### config.mk
export PLATFORM = sky130hd
export DESIGN_NAME = net_stream_arbiter_flat
export DESIGN_NICKNAME = d
export VERILOG_FILES = /design/src/rtl/net_pkg.sv /design/src/rtl/net_stream_arbiter_if.sv /design/src/rtl/net_rr_picker.sv /design/src/rtl/net_stream_arbiter.sv /design/src/flat_wrapper.sv
export SDC_FILE = /design/constraint.sdc
export NUM_CORES = 1
export LEC_CHECK = 0
export ABC_AREA = 1
export BUFFER_PORTS_ARGS = -buffer_cell sky130_fd_sc_hd__buf_2
export CORE_AREA = 5 5 141 143
export DETAILED_ROUTE_END_ITERATION = 12
export DIE_AREA = 0 0 146 148
export GPL_TIMING_DRIVEN = 0
export PLACE_DENSITY = 0.63
export SLEW_MARGIN = 0
export SYNTH_ARGS = -nofsm -noshare
export SYNTH_HDL_FRONTEND = slang
export SYNTH_SLANG_ARGS = --single-unit
### constraint.sdc
create_clock -name clock -period 3.1 [get_ports clock]
set_clock_uncertainty 0.05 [all_clocks]
set_input_delay 0.62 -clock clock [delete_from_list [all_inputs] [get_ports clock]]
set_output_delay 0.62 -clock clock [all_outputs]
set_load 0.005 [all_outputs]
### src/rtl/net_pkg.sv
`default_nettype none
// ============================================================================
// Module      : net_pkg
// Description : Shared types and constants for the network stream blocks.
// Revision    : 1.0 - initial release
// ============================================================================
package net_pkg;

    localparam int NET_DATA_W            = 64;
    localparam int NET_MAX_BEATS_DEFAULT = 190;

    typedef enum logic [0:0] {
        NET_ARB_IDLE = 1'b0,
        NET_ARB_BUSY = 1'b1
    } net_arb_state_t;

    // Width of a stream index; a single stream still needs one bit.
    function automatic int net_idx_w(input int n);
        return (n > 1) ? $clog2(n) : 1;
    endfunction

endpackage
`default_nettype wire

### src/rtl/net_stream_arbiter_if.sv
`default_nettype none
// ============================================================================
// Module      : net_stream_arbiter_if
// Description : N input streams plus one merged output stream and status.
// Revision    : 1.0 - initial release
// ============================================================================
interface net_stream_arbiter_if
    import net_pkg::*;
#(
    parameter int N_IN = 4
) ();

    localparam int IDX_W = net_idx_w(N_IN);

    logic [N_IN-1:0]            in_valid;
    logic [N_IN-1:0]            in_ready;
    logic [NET_DATA_W*N_IN-1:0] in_bits_data;
    logic [N_IN-1:0]            in_bits_last;
    logic                       out_valid;
    logic                       out_ready;
    logic [NET_DATA_W-1:0]      out_bits_data;
    logic                       out_bits_last;
    logic [IDX_W-1:0]           out_chosen;
    logic [31:0]                pkt_count;
    logic                       err_overlong;

    modport master (
        output in_valid, in_bits_data, in_bits_last, out_ready,
        input  in_ready, out_valid, out_bits_data, out_bits_last,
               out_chosen, pkt_count, err_overlong
    );

    modport slave (
        input  in_valid, in_bits_data, in_bits_last, out_ready,
        output in_ready, out_valid, out_bits_data, out_bits_last,
               out_chosen, pkt_count, err_overlong
    );

endinterface
`default_nettype wire

### src/rtl/net_rr_picker.sv
`default_nettype none
// ============================================================================
// Module      : net_rr_picker
// Description : Combinational round-robin pick: first valid after rr_ptr.
// Revision    : 1.0 - initial release
// ============================================================================
module net_rr_picker
    import net_pkg::*;
#(
    parameter int N_IN = 4
) (
    input  logic [N_IN-1:0]            valid,
    input  logic [net_idx_w(N_IN)-1:0] rr_ptr,
    output logic [net_idx_w(N_IN)-1:0] sel,
    output logic                       any_valid
);

    localparam int IDX_W = net_idx_w(N_IN);

    // Scan from farthest to nearest so the nearest valid stream wins.
    always_comb begin
        sel       = IDX_W'((int'(rr_ptr) + 1) % N_IN);
        any_valid = |valid;
        for (int k = N_IN; k >= 1; k--) begin
            if (valid[(int'(rr_ptr) + k) % N_IN]) begin
                sel = IDX_W'((int'(rr_ptr) + k) % N_IN);
            end
        end
    end

endmodule
`default_nettype wire

### src/rtl/net_stream_arbiter.sv
`default_nettype none
// ============================================================================
// Module      : net_stream_arbiter
// Description : Packet-level round-robin merge of N streams onto one output.
// Revision    : 1.0 - initial release
// ============================================================================
module net_stream_arbiter
    import net_pkg::*;
#(
    parameter int N_IN      = 4,
    parameter int MAX_BEATS = NET_MAX_BEATS_DEFAULT
) (
    input  logic                clock,
    input  logic                reset,
    net_stream_arbiter_if.slave bus
);

    localparam int IDX_W = net_idx_w(N_IN);
    localparam int CNT_W = $clog2(MAX_BEATS + 2);
    localparam logic [CNT_W-1:0] c_max_beats = CNT_W'(MAX_BEATS);
    localparam logic [CNT_W-1:0] c_beat_sat  = CNT_W'(MAX_BEATS + 1);

    net_arb_state_t   r_state,     w_state_nxt;
    logic [IDX_W-1:0] r_rr_ptr,    w_rr_ptr_nxt;
    logic [IDX_W-1:0] r_lock_idx,  w_lock_idx_nxt;
    logic [CNT_W-1:0] r_beat_cnt,  w_beat_cnt_nxt;
    logic [31:0]      r_pkt_count, w_pkt_count_nxt;
    logic             r_err,       w_err_nxt;

    logic [IDX_W-1:0] w_pick;
    logic [IDX_W-1:0] w_sel;
    logic             w_any_valid;
    logic             w_out_valid;
    logic             w_last;
    logic             w_fire;
    logic [N_IN-1:0]  w_in_ready;

    net_rr_picker #(
        .N_IN (N_IN)
    ) u_picker (
        .valid     (bus.in_valid),
        .rr_ptr    (r_rr_ptr),
        .sel       (w_pick),
        .any_valid (w_any_valid)
    );

    always_ff @(posedge clock) begin
        if (reset) begin
            r_state     <= NET_ARB_IDLE;
            r_rr_ptr    <= IDX_W'(N_IN - 1);
            r_lock_idx  <= '0;
            r_beat_cnt  <= '0;
            r_pkt_count <= '0;
            r_err       <= 1'b0;
        end else begin
            r_state     <= w_state_nxt;
            r_rr_ptr    <= w_rr_ptr_nxt;
            r_lock_idx  <= w_lock_idx_nxt;
            r_beat_cnt  <= w_beat_cnt_nxt;
            r_pkt_count <= w_pkt_count_nxt;
            r_err       <= w_err_nxt;
        end
    end

    always_comb begin
        w_state_nxt     = r_state;
        w_rr_ptr_nxt    = r_rr_ptr;
        w_lock_idx_nxt  = r_lock_idx;
        w_beat_cnt_nxt  = r_beat_cnt;
        w_pkt_count_nxt = r_pkt_count;
        w_err_nxt       = r_err;

        // The picker only produces a valid-less index when nothing is valid.
        w_sel       = (r_state == NET_ARB_BUSY) ? r_lock_idx : w_pick;
        w_out_valid = !reset && ((r_state == NET_ARB_BUSY) ? bus.in_valid[w_sel]
                                                           : w_any_valid);
        w_last      = bus.in_bits_last[w_sel];
        w_fire      = w_out_valid && bus.out_ready;

        w_in_ready = '0;
        if (!reset && bus.out_ready) begin
            w_in_ready[w_sel] = 1'b1;
        end

        case (r_state)
            NET_ARB_IDLE: begin
                if (w_fire) begin
                    if (w_last) begin
                        w_rr_ptr_nxt    = w_sel;
                        w_pkt_count_nxt = r_pkt_count + 32'd1;
                    end else begin
                        w_state_nxt    = NET_ARB_BUSY;
                        w_lock_idx_nxt = w_sel;
                        w_beat_cnt_nxt = CNT_W'(1);
                    end
                end
            end
            NET_ARB_BUSY: begin
                if (w_fire) begin
                    // This transfer is beat r_beat_cnt+1 of the packet.
                    if (r_beat_cnt >= c_max_beats) begin
                        w_err_nxt = 1'b1;
                    end
                    if (w_last) begin
                        w_state_nxt     = NET_ARB_IDLE;
                        w_rr_ptr_nxt    = r_lock_idx;
                        w_pkt_count_nxt = r_pkt_count + 32'd1;
                        w_beat_cnt_nxt  = '0;
                    end else if (r_beat_cnt < c_beat_sat) begin
                        w_beat_cnt_nxt = r_beat_cnt + CNT_W'(1);
                    end
                end
            end
            default: begin
                w_state_nxt = NET_ARB_IDLE;
            end
        endcase
    end

    assign bus.in_ready      = w_in_ready;
    assign bus.out_valid     = w_out_valid;
    assign bus.out_bits_data = bus.in_bits_data[NET_DATA_W*w_sel +: NET_DATA_W];
    assign bus.out_bits_last = w_last;
    assign bus.out_chosen    = w_sel;
    assign bus.pkt_count     = r_pkt_count;
    assign bus.err_overlong  = r_err;

endmodule
`default_nettype wire

### src/flat_wrapper.sv
// flat-port wrapper written by rule: the top's interface ports become plain ports
module net_stream_arbiter_flat import net_pkg::*;
#(
    parameter int N_IN      = 4,
    parameter int MAX_BEATS = NET_MAX_BEATS_DEFAULT
)
  (clock, reset, bus_in_valid, bus_in_bits_data, bus_in_bits_last, bus_out_ready, bus_in_ready, bus_out_valid, bus_out_bits_data, bus_out_bits_last, bus_out_chosen, bus_pkt_count, bus_err_overlong);
  net_stream_arbiter_if #(.N_IN(N_IN)) bus_i ();
  input  logic clock;
  input  logic reset;
  input wire logic [$bits(bus_i.in_valid)-1:0] bus_in_valid;
  input wire logic [$bits(bus_i.in_bits_data)-1:0] bus_in_bits_data;
  input wire logic [$bits(bus_i.in_bits_last)-1:0] bus_in_bits_last;
  input wire logic [$bits(bus_i.out_ready)-1:0] bus_out_ready;
  output wire logic [$bits(bus_i.in_ready)-1:0] bus_in_ready;
  output wire logic [$bits(bus_i.out_valid)-1:0] bus_out_valid;
  output wire logic [$bits(bus_i.out_bits_data)-1:0] bus_out_bits_data;
  output wire logic [$bits(bus_i.out_bits_last)-1:0] bus_out_bits_last;
  output wire logic [$bits(bus_i.out_chosen)-1:0] bus_out_chosen;
  output wire logic [$bits(bus_i.pkt_count)-1:0] bus_pkt_count;
  output wire logic [$bits(bus_i.err_overlong)-1:0] bus_err_overlong;
  assign bus_i.in_valid = bus_in_valid;
  assign bus_i.in_bits_data = bus_in_bits_data;
  assign bus_i.in_bits_last = bus_in_bits_last;
  assign bus_i.out_ready = bus_out_ready;
  assign bus_in_ready = bus_i.in_ready;
  assign bus_out_valid = bus_i.out_valid;
  assign bus_out_bits_data = bus_i.out_bits_data;
  assign bus_out_bits_last = bus_i.out_bits_last;
  assign bus_out_chosen = bus_i.out_chosen;
  assign bus_pkt_count = bus_i.pkt_count;
  assign bus_err_overlong = bus_i.err_overlong;
  net_stream_arbiter #(.N_IN(N_IN), .MAX_BEATS(MAX_BEATS)) u_core (.clock(clock), .reset(reset), .bus(bus_i));
endmodule
==> qor.csv <==
stage;metric;value;unit
die;dieArea;0.02161;sq mm
layout;area_growth;77.97;%
synth;synthesis.area;0.004532;sq mm
synth;ys_warn_count;0;
synth;synth_top_flop_cell;dfxtp_1;
die;die_h;148;um
die;core.rowCount;50;
layout;post-route-util;43.70;%
drt;drtAntennaViolNets;0;
clocking;clockBufferDepth;2;
critical_path;startpoint_type;input port;
layout;final_cell_area;0.008065;sq mm
die;die_w;146;um
global_routing;grt_pass1_vias;6617;
drt;viasPerCell;5.033;
run_status;violations;negative setup slack;
clocking;clock-sinks;46;
timing;fin_hold_ws;0.4030;ns
run_status;outcome;complete, but fails checks;
clocking;cts_tree;yes;
job;maxCapViolCount;0;
layout;drive_gt1_share;49.14;%
timing;setup_tns;-0.5928;ns
timing;post-route-period-util;101.5;%
layout;layout_commonest_cell;buf_2;
drt;num_vias;7046;
placed_design;gp_congestion;0.9327;
synth;synthArstFlopShare;0;%
power;p_leak;3.920;nW
layout;layout_common_cells;buf_2, nand2_1, nand3_1;
critical_path;crit_top_cell;nand2_4;
placed_design;placedCellCount;1355;
clocking;htree_levels;2;
drt;wl;28.28;mm
timing;min_period;3.146;ns
synth;ys_ff_latch;46;
clocking;insertion_delay;0.29;ns
placed_design;dp_hpwl;23.07;mm
timing;hold_viol_final;0;
power;peakVddDrop;0.5231;mV
clocking;cts_hold_buf;0;
synth;synth.avg_cell_area;6.042;sq um
timing;final.setup.worst_slack;-0.04611;ns
clocking;root_buffer;clkbuf_16;
timing;setup_viol;29;
hold_path;hold_class;reg2reg;
timing;finalMaxSlewViolations;0;
power;p_per_area;1427;mW/mm^2
drt;drc_errors;0;
synth;ys_seq_area_share;20.32;%
timing;rsz0062_at_grt;yes;
critical_path;cp-end-kind;primary output;
critical_path;crit_path_top_delay_cell;clkbuf_16;
layout;fin_cells;1400;
global_routing;grt_pass1_wl;39.54;mm
timing;max_slew_margin;62.97;%
drt;routedWlPerCell;20.20;um
global_routing;grt_max_degree;14;
synth;synth_cells;750;
layout;layout.nets;1428;
timing;worst_pin_slew;0.5555;ns
critical_path;worstPathMaxFanout;6;
critical_path;cp.required;2.43;ns
critical_path;ff2ff_setup_slack;0.52;ns
clocking;clk_pin_slew;0.06;ns
global_routing;track_usage;23.49;%
clocking;cts_inserted_buffers;5;
placed_design;port_buffers;371;
critical_path;path_cells;buf_2 -> inv_2 -> nand2_4 -> buf_4 -> nand3_1 -> nand2_1 -> inv_2 -> nand2_4 -> nand2_4 -> nand2_2 -> nand3_4 -> nand2_4 -> nand2_8 -> buf_12 -> inv_8 -> clkbuf_16 -> a22oi_2 -> nand3_1 -> buf_2;
die;core_area;0.01846;sq mm
synth;synth_edf_count;0;
drt;first_iter_violations;531;
die;num_io_pins;372;
critical_path;crit_type;in2out;
critical_path;crit_family;buffers and inverters;
timing;fmax;317.9;MHz
synth;synth_cell_type_count;32;
placed_design;place_area;0.006681;sq mm
critical_path;worstPathArrival;2.48;ns
critical_path;critPathBufInv;8;
drt;first_pass_iters;5;
global_routing;grt.overflow.total;0;
die;initial_core_util;24.56;%
global_routing;antenna_found_initial;15;
critical_path;slowest_delay;0.16;ns
synth;syn_nets;1020;
metal layers:
layer / track usage, % / up-vias / part of all wire (%)
met2: 40.29 / 339 / 49
met1: 28.06 / 3250 / 39
met3: 8.921 / 57 / 10
li1: - / 3386 / -
met4: 5.174 / 14 / 2.4
met5: 0 / - / 0.37
cell type report:
| cell class | instances | area (sq um) |
|---|---|---|
| Antenna cell | 8 | 20.02 |
| Fill cell | 2002 | 10390 |
| Sequential cell | 46 | 925.9 |
| Clock inverter | 1 | 30.03 |
| Tap cell | 234 | 292.8 |
| Timing Repair inverter | 1 | 11.26 |
| Clock buffer | 6 | 138.9 |
| Buffer | 42 | 484.2 |
| Timing Repair Buffer | 401 | 2270 |
| Multi-Input combinational cell | 617 | 3701 |
| Inverter | 44 | 191.4 |
final timing paths:
path / startpoint / end / depth (start not counted)
worst max-delay path: bus_in_valid[3] / bus_out_bits_data[34] / 19
worst min-delay path: u_core.bus.err_overlong$_SDFFE_PP0P_ / u_core.bus.err_overlong$_SDFFE_PP0P_ / 2
worst max register to register: u_core.r_rr_ptr[0]$_SDFFE_PP1P_ / u_core.r_beat_cnt[0]$_SDFFE_PP0P_ / 20
worst min register to register: u_core.bus.err_overlong$_SDFFE_PP0P_ / u_core.bus.err_overlong$_SDFFE_PP0P_ / 2
power breakdown:
part	internal, mW	switching [mW]	leakage (nW)	total [mW]
registers	0.652	0.0672	0.371	0.719
logic	4.60	5.57	3.47	10.2
clock network	0.398	0.226	0.0830	0.624
total	5.65	5.86	3.92	11.5
flip-flops by register name, indices dropped and copies added, names as in the netlist, named ones only:
signal	flops
u_core.r_rr_ptr	2
u_core.r_beat_cnt	8
u_core.r_lock_idx	2
u_core.bus.pkt_count	32
u_core.bus.err_overlong	1
logic make-up after synthesis:
| group | Yosys count | share of synthesized area, % |
|---|---|---|
| XOR/XNOR | 36 | 6.957 |
| buffers and inverters | 87 | 8.614 |
| flip-flops | 46 | 20.32 |
| AND/OR/NAND/NOR | 445 | 43.40 |
| adder cells (fa/ha/maj) | 3 | 0.8284 |
| AO/OA/AOI/OAI | 133 | 19.88 |
tightest hold or removal path: cells and delay by family (launching register included):
kind | cells | cell delay (ns)
flip-flops | 1 | 0.31
buffers and inverters | 1 | 0.05
AO/OA/AOI/OAI | 1 | 0.05
synth_stat cells (all sizes together) (9+ instances only):
library cell,instances,area (sq um)
nand3,106,563.0
a21oi,36,180.2
xor2,24,210.2
nor3,16,80.08
nor4,9,56.30
buf,23,150.1
a22oi,91,683.2
nand2,254,1003
inv,43,161.4
nor2,54,226.5
clkbuf,20,75.07
xnor2,12,105.1
dfxtp,46,920.9
per-stage QoR:
stage,total power [mW],setup slack (ns)
5_1_grt,12.28,-0.1954
4_1_cts,9.707,-0.06904
3_5_place_dp,7.883,-0.7974
2_1_floorplan,4.664,0.2978
6_report,11.51,-0.04611
3_3_place_gp,7.885,-0.7609
what timing repair did:
action / CTS / global route
pin swaps: 11 / 22
endpoints found under the hold margin: 0 / 0
endpoints found under the setup margin: 64 / 65
setup buffers: 11 / 11
gates resized for setup: 108 / 125
gates cloned: 4 / 5
Note: power is estimated with default switching activity, not from simulation.
